$ cat src/rtl/openhw_skid_pkg.sv
// rtl/openhw_skid_pkg.sv - state type and next-state helper for the skid buffer
package openhw_skid_pkg;

  typedef enum logic [1:0] {
    EMPTY = 2'b00,
    BUSY  = 2'b01,
    FULL  = 2'b10
  } skid_state_t;

  // Occupancy transition; flush overrides every fire in the same cycle
  function automatic skid_state_t skid_next(
    input skid_state_t cur,
    input logic        in_fire,
    input logic        out_fire,
    input logic        flush
  );
    skid_state_t nxt;
    nxt = cur;
    if (flush) begin
      nxt = EMPTY;
    end else begin
      case (cur)
        EMPTY: if (in_fire) nxt = BUSY;
        BUSY: begin
          if (in_fire && !out_fire)      nxt = FULL;
          else if (!in_fire && out_fire) nxt = EMPTY;
        end
        FULL:    if (out_fire) nxt = BUSY;
        default: nxt = EMPTY;
      endcase
    end
    return nxt;
  endfunction

endpackage

$ cat src/rtl/openhw_flopenr_n.sv
// rtl/openhw_flopenr_n.sv - enabled D flop with async active-low reset to zero
module openhw_flopenr_n #(
  parameter int WIDTH = 8
) (
  input  logic             clk,
  input  logic             reset_n,
  input  logic             en,
  input  logic [WIDTH-1:0] d,
  output logic [WIDTH-1:0] q
);

  // Capture d only when enabled; clear immediately on reset
  always_ff @(posedge clk or negedge reset_n) begin
    if (!reset_n)  q <= '0;
    else if (en)   q <= d;
  end

endmodule

$ cat src/rtl/openhw_skid_buffer.sv
// rtl/openhw_skid_buffer.sv - two-entry skid buffer with registered in_ready and out_valid
module openhw_skid_buffer
  import openhw_skid_pkg::*;
#(
  parameter int WIDTH = 8
) (
  input  logic             clk,
  input  logic             reset_n,
  input  logic             flush,
  input  logic             in_valid,
  output logic             in_ready,
  input  logic [WIDTH-1:0] in_data,
  output logic             out_valid,
  input  logic             out_ready,
  output logic [WIDTH-1:0] out_data
);

  skid_state_t      state_q;
  skid_state_t      state_d;
  logic             in_ready_q;
  logic             out_valid_q;
  logic             in_fire;
  logic             out_fire;
  logic             main_en;
  logic             skid_en;
  logic [WIDTH-1:0] main_d;
  logic [WIDTH-1:0] main_q;
  logic [WIDTH-1:0] skid_q;

  assign in_fire   = in_valid & in_ready_q;
  assign out_fire  = out_valid_q & out_ready;
  assign in_ready  = in_ready_q;
  assign out_valid = out_valid_q;
  assign out_data  = main_q;

  // Next occupancy and register load enables; flush suppresses every load
  always_comb begin
    state_d = skid_next(state_q, in_fire, out_fire, flush);
    main_en = 1'b0;
    skid_en = 1'b0;
    main_d  = in_data;
    if (!flush) begin
      case (state_q)
        EMPTY: main_en = in_fire;
        BUSY: begin
          main_en = in_fire & out_fire;
          skid_en = in_fire & ~out_fire;
        end
        FULL: begin
          main_en = out_fire;
          main_d  = skid_q;
        end
        default: ;
      endcase
    end
  end

  // State plus registered handshake outputs, all derived from the next state
  always_ff @(posedge clk or negedge reset_n) begin
    if (!reset_n) begin
      state_q     <= EMPTY;
      in_ready_q  <= 1'b0;
      out_valid_q <= 1'b0;
    end else begin
      state_q     <= state_d;
      in_ready_q  <= (state_d != FULL);
      out_valid_q <= (state_d != EMPTY);
    end
  end

  openhw_flopenr_n #(.WIDTH(WIDTH)) u_main (
    .clk     (clk),
    .reset_n (reset_n),
    .en      (main_en),
    .d       (main_d),
    .q       (main_q)
  );

  openhw_flopenr_n #(.WIDTH(WIDTH)) u_skid (
    .clk     (clk),
    .reset_n (reset_n),
    .en      (skid_en),
    .d       (in_data),
    .q       (skid_q)
  );

endmodule
$ cat config.mk
export PLATFORM = sky130hd
export DESIGN_NAME = openhw_skid_buffer
export DESIGN_NICKNAME = d
export VERILOG_FILES = /design/src/rtl/openhw_skid_pkg.sv /design/src/rtl/openhw_flopenr_n.sv /design/src/rtl/openhw_skid_buffer.sv
export SDC_FILE = /design/constraint.sdc
export NUM_CORES = 1
export LEC_CHECK = 0
export BUFFER_PORTS_ARGS = -buffer_cell sky130_fd_sc_hd__buf_2
export CORE_MARGIN = 2
export CORE_UTILIZATION = 50
export DETAILED_ROUTE_END_ITERATION = 8
export GPL_TIMING_DRIVEN = 1
export HOLD_SLACK_MARGIN = 0.03
export MAX_ROUTING_LAYER = met4
export PLACE_DENSITY_LB_ADDON = 0.1
export SYNTH_ARGS = -nofsm -noshare
export SYNTH_HDL_FRONTEND = slang
export SYNTH_SLANG_ARGS = --single-unit
$ cat constraint.sdc
create_clock -name clk -period 3.5 [get_ports clk]
set_input_delay 0.7 -clock clk [delete_from_list [all_inputs] [get_ports clk]]
set_output_delay 0.7 -clock clk [all_outputs]
set_load 0.01 [all_outputs]
* Word-level counts from Yosys, hierarchy flattened
Index checks and enable logic that the tools add are counted.
** Storage, ports and cells
- Output and inout port bits :: 10
- Word-level logic and storage cells :: 31
- Flip-flop bits (word level) :: 20
** Operators by class
- Bitwise gates (word level) :: 5
- Equality and inequality tests :: 3
- Reductions and logical operators :: 6
- Multiplexer cells :: 12
** Operators by type and width (number)
- 8-bit two-way mux :: 2
- 2-bit two-way mux :: 5
- 2-bit case mux with 3 select lines :: 1
- 1-bit bitwise AND :: 4
- 1-bit two-way mux :: 3
- 1-bit case mux with 3 select lines :: 1
- 2-bit by 1-bit equality test with 1-bit output, second input constant :: 1
- 2-bit equality test, second input constant :: 1
- 1-bit logical AND :: 2
- 1-bit logical NOT :: 2
- 2-bit logical NOT :: 1
- 2-bit != test, second input constant :: 1
- 2-bit nonzero test :: 1
- 1-bit inverter :: 1

* Logic depth before layout (Yosys ltp)
- Depth after elaboration :: 8
- Mapped depth :: 4

* Hierarchy
A second synthesis with hierarchy kept.
** Second synthesis, totals
- Cells, all modules :: 62
- Area, all modules :: 980.9 um^2
** By module, submodules not included
- openhw_flopenr_n :: sequential area each 200.2 um^2, times used 2, cells an instance 17, area an instance 331.6 um^2
- openhw_skid_buffer :: sequential area each 100.1 um^2, times used 1, cells an instance 28, area an instance 317.8 um^2

* Least setup slack after synthesis
OpenSTA, ideal clock, no wires.
- Path kind :: input-to-reg
- Start point :: in in_valid
- End point :: reg state_q[0]
- Buffers on the path :: 0
- Arrival :: 1.424 ns
- Stages :: 3
- Setup time :: 0.082 ns
- Setup slack :: 1.994 ns
- Cells stage by stage :: and2_4 -> or4_1 -> a31oi_1
** Between the ends
- Cells in the longest elaborated chain, start to end :: 7
- Elaborated cells on any way between the ends :: 9
** Ends and longest elaborated chain
- from (decl) :: line openhw_skid_buffer.sv:10 : input logic in_valid,
- 1-bit bitwise AND * :: line openhw_skid_buffer.sv:30 : assign in_fire = in_valid & in_ready_q;
- 1-bit logical NOT :: line openhw_skid_pkg.sv:26 : else if (!in_fire && out_fire) nxt = EMPTY;
- 1-bit logical AND :: line openhw_skid_pkg.sv:26
- 2-bit two-way mux :: line openhw_skid_pkg.sv:26
- 2-bit two-way mux :: line openhw_skid_pkg.sv:25 : if (in_fire && !out_fire) nxt = FULL;
- 2-bit case mux with 3 select lines * :: line openhw_skid_pkg.sv:22 : case (cur)
- 2-bit two-way mux * :: line openhw_skid_pkg.sv:19 : if (flush) begin
- via state_d[0] :: line openhw_skid_buffer.sv:19 : skid_state_t state_d;
- to (signal assigned) :: line openhw_skid_buffer.sv:65 : state_q <= state_d;
- to (decl) :: line openhw_skid_buffer.sv:18 : skid_state_t state_q;
Mark *: on every way through the listed nets, which the timed path passes. The rest lies on a longest branch.
A chain may end at the register's enable or synchronous reset.

* Final worst setup path
- Start point :: reg state_q[1]
- End point :: reg u_main.q[3]
** Between the ends
- Cells in the longest elaborated chain, start to end :: 3
- Elaborated cells on any way between the ends :: 7
** Ends and longest elaborated chain
- 2-bit equality test, or another cell as far along :: line openhw_skid_buffer.sv:43 : case (state_q)
- 1-bit case mux with 3 select lines or 8-bit two-way mux (tied branches) :: line openhw_skid_buffer.sv:43
- 1-bit two-way mux or 8-bit two-way mux (tied branches) :: line openhw_skid_buffer.sv:42 : if (!flush) begin
- to (signal assigned) :: line openhw_flopenr_n.sv:14 : if (!reset_n) q <= '0;
- to (signal assigned) :: line openhw_flopenr_n.sv:15 : else if (en) q <= d;
- to (decl) :: line openhw_flopenr_n.sv:9 : output logic [WIDTH-1:0] q
Parallel ways exist; a longest one is shown, timed or not.

==> metrics <==
status=complete, no violations; Worst VDD drop=0.3401 mV; largest net degree at the start of global routing=21; RSZ-0062 raised after global routing=false; setup TNS=0 ns; worst setup margin=1.786 ns; sequential cell area fraction in the yosys report=48.08%; Flop pwr share=52.2%; max-cap violations=0; Residual DRC=0; final wirelength=2.133 mm; H-tree depth=1; Syn-to-layout area delta=14.06%; CTS tree=built; reg2reg setup slack=1.79 ns; initial antenna violation count=0; clock sink count=20; type of origin of the critical path=flip-flop; Internal Power=0.4554 mW; CTS clk-pin slew, worst paths=0.11 ns; warnings from Yosys=0; Final Core Density=60.52%; Root Driver=clkbuf_4; # diodes=0; Critical Path Start=state_q[1]$_DFF_PN0_; Die Area=2463 sq um; async set-reset flop share out of synthesis=100.0%; PwrDens=546.9 nW/um^2; Mapped Area=1041 sq um; worst r2r dst=u_main.q[3]$_DFFE_PN0P_; Final ANT Viol Nets=0; Final Cycle Share=48.97%; critical path's top delay family=flip-flops; Post-Synthesis Cells=90; routed vias/inst=5.971; Clock Tree Buf Depth=2; static leakage=0.5242 nW; Post-CTS Setup Repair Bufs=0; number of global-route vias before repair=793; syn_nets=103; critical path class=flip-flop to flip-flop; slowest stage delay, CP=0.65 ns; # setup viols final=0; die height=49.63 microns; Worst EP arrival=1.88 ns; syn_area_per_cell=11.57 sq um; total track usage=20.89%; clock share of power=20.7%; net switching fraction of the power=29.88%; final worst path period need=1.714 ns; 1st-pass router iterations=4; Crit-path slowest cell=dfrtp_1; Hold Crit Class=input pin to async pin; worst slew pin tran=0.5539 ns; DPL Wire Length=1.515 mm; EDFF count, synth=0; Synth Register Bits=20; most frequently used flop master after synthesis=dfrtp_1; Non-Filler Instances=137; Synth top area share=48.08%; port bufs=22; core box area=1962 sq um; clk_lat worst skew=0.30 ns; Die Wd=49.63 microns; Placed Cells=133; max-slew violation count=0; initial drt markers=10; synth unique cells=29; vias=818; I/O Pins=23; row cnt=16; final clock skew=0.002265 ns; Resize count post-CTS=0; CP Max Fanout=17; Synth area leaders=dfrtp_1, mux2_2, and3b_1; Worst Path Buf+Inv=0; drt wl/cell=15.57 microns; clock buffer count from CTS=3; worst r2r src=state_q[1]$_DFF_PN0_; cell breakdown of the critical path=nand2b_1, a211oi_1, a22oi_1; NetSw=0.1940 mW; top-count cell post-synth=dfrtp_1; first-pass GRT wire length=3.767 mm; total gr overflow=0; CP endpoint kind=flip-flop; gpl congestion=0.7940; Max transition margin=62.91%; Final Hold Viols=0; top cells by count, synth=dfrtp_1, a21oi_1, a211oi_1, a22oi_1, mux2_2; initial core utilization=53.06%; post-route cell area=1187 sq um; Post-Place Setup Slack=1.721 ns; fmax=583.4 MHz; ratio of cells with drive above 1 in the final layout=36.36%; Layout Nets=124; Crit path required time=3.67 ns; placed cell area=1151 sq um; Reg2Reg Depth=3; Comb pwr share=27.1%; CTS Hold Bufs=0; Synth area leader=dfrtp_1
[flip-flops by register name (all words and copies together) (netlist names)]
signal and count:
in_ready 1, out_valid 1, state_q 2, u_main.q 8, u_skid.q 8
[per-stage QoR]
stage	power, mW	hold WS [ns]
floorplan	0.4586	0.4044
global placement	0.5146	0.4800
detailed placement	0.5219	0.4860
CTS	0.6587	0.3238
global route	0.6965	0.3414
finish	0.6494	0.3180
[logic make-up (layout without fill, tap and decap cells)]
family                 Yosys count  after routing  share of synthesized area (%)
buffers and inverters            7             27                          3.605
DFF                             20             20                          48.08
AOI/OAI and AO/OA               34             34                          23.20
and+or+nand+nor                 21             21                          16.47
muxes                            8              8                          8.654
[worst reg2reg max path: stages, from the launching register on]
cell	delay [ns]
dfrtp_1	0.65
nand2b_1	0.39
a211oi_1	0.42
a22oi_1	0.12
[placed cells by master (no fill, tap or decap), drive strengths merged]
| master | instances |
|---|---|
| nand2b | 1 |
| or3 | 1 |
| and2 | 2 |
| clkbuf | 4 |
| o21bai | 1 |
| o211ai | 3 |
| a21bo | 1 |
| nand4bb | 1 |
| and4b | 1 |
| or4 | 1 |
| a21boi | 1 |
| nand3 | 1 |
| mux2 | 8 |
| nand4b | 2 |
| a211o | 1 |
| a211oi | 8 |
| nor2 | 1 |
| a21oi | 10 |
| nand3b | 1 |
| a31oi | 1 |
| buf | 22 |
| inv | 1 |
| and3b | 7 |
| nand4 | 1 |
| dfrtp | 20 |
| or2 | 1 |
| a22oi | 8 |
[area by class of cell]
cell class | count | area, sq um
multi-input cells | 63 | 503.0
inverters | 1 | 3.754
repair buffers | 22 | 110.1
fillers | 199 | 774.5
flip-flops and latches | 20 | 500.5
well taps | 27 | 33.78
clock buffers | 4 | 36.28
[power groups by stage]
stage,clock network [mW],registers [mW],logic (mW)
3_3_place_gp,0,0.341,0.174
6_report,0.134,0.339,0.176
4_1_cts,0.142,0.339,0.178
5_1_grt,0.151,0.349,0.197
2_1_floorplan,0,0.347,0.112
3_5_place_dp,0,0.344,0.178
[routing by layer]
metal,share of wire (%),GRT usage (%),vias to the layer above
met2,46,30.89,21
met4,1.9,8.333,0
met3,4.3,4.242,5
met1,47,28.21,402
met5,0,-,-
li1,-,-,390
[worst max path at each step]
stage | end | slack, ns | depth (start not counted)
floorplan | state_q[0]$_DFF_PN0_ | 1.99 | 3
global placement | u_skid.q[5]$_DFFE_PN0P_ | 1.73 | 4
detailed placement | u_skid.q[4]$_DFFE_PN0P_ | 1.72 | 4
CTS | out_valid | 1.81 | 1
global route | u_main.q[3]$_DFFE_PN0P_ | 1.60 | 3
finish | u_main.q[3]$_DFFE_PN0P_ | 1.79 | 3
Power figures use the tool's default switching activity.
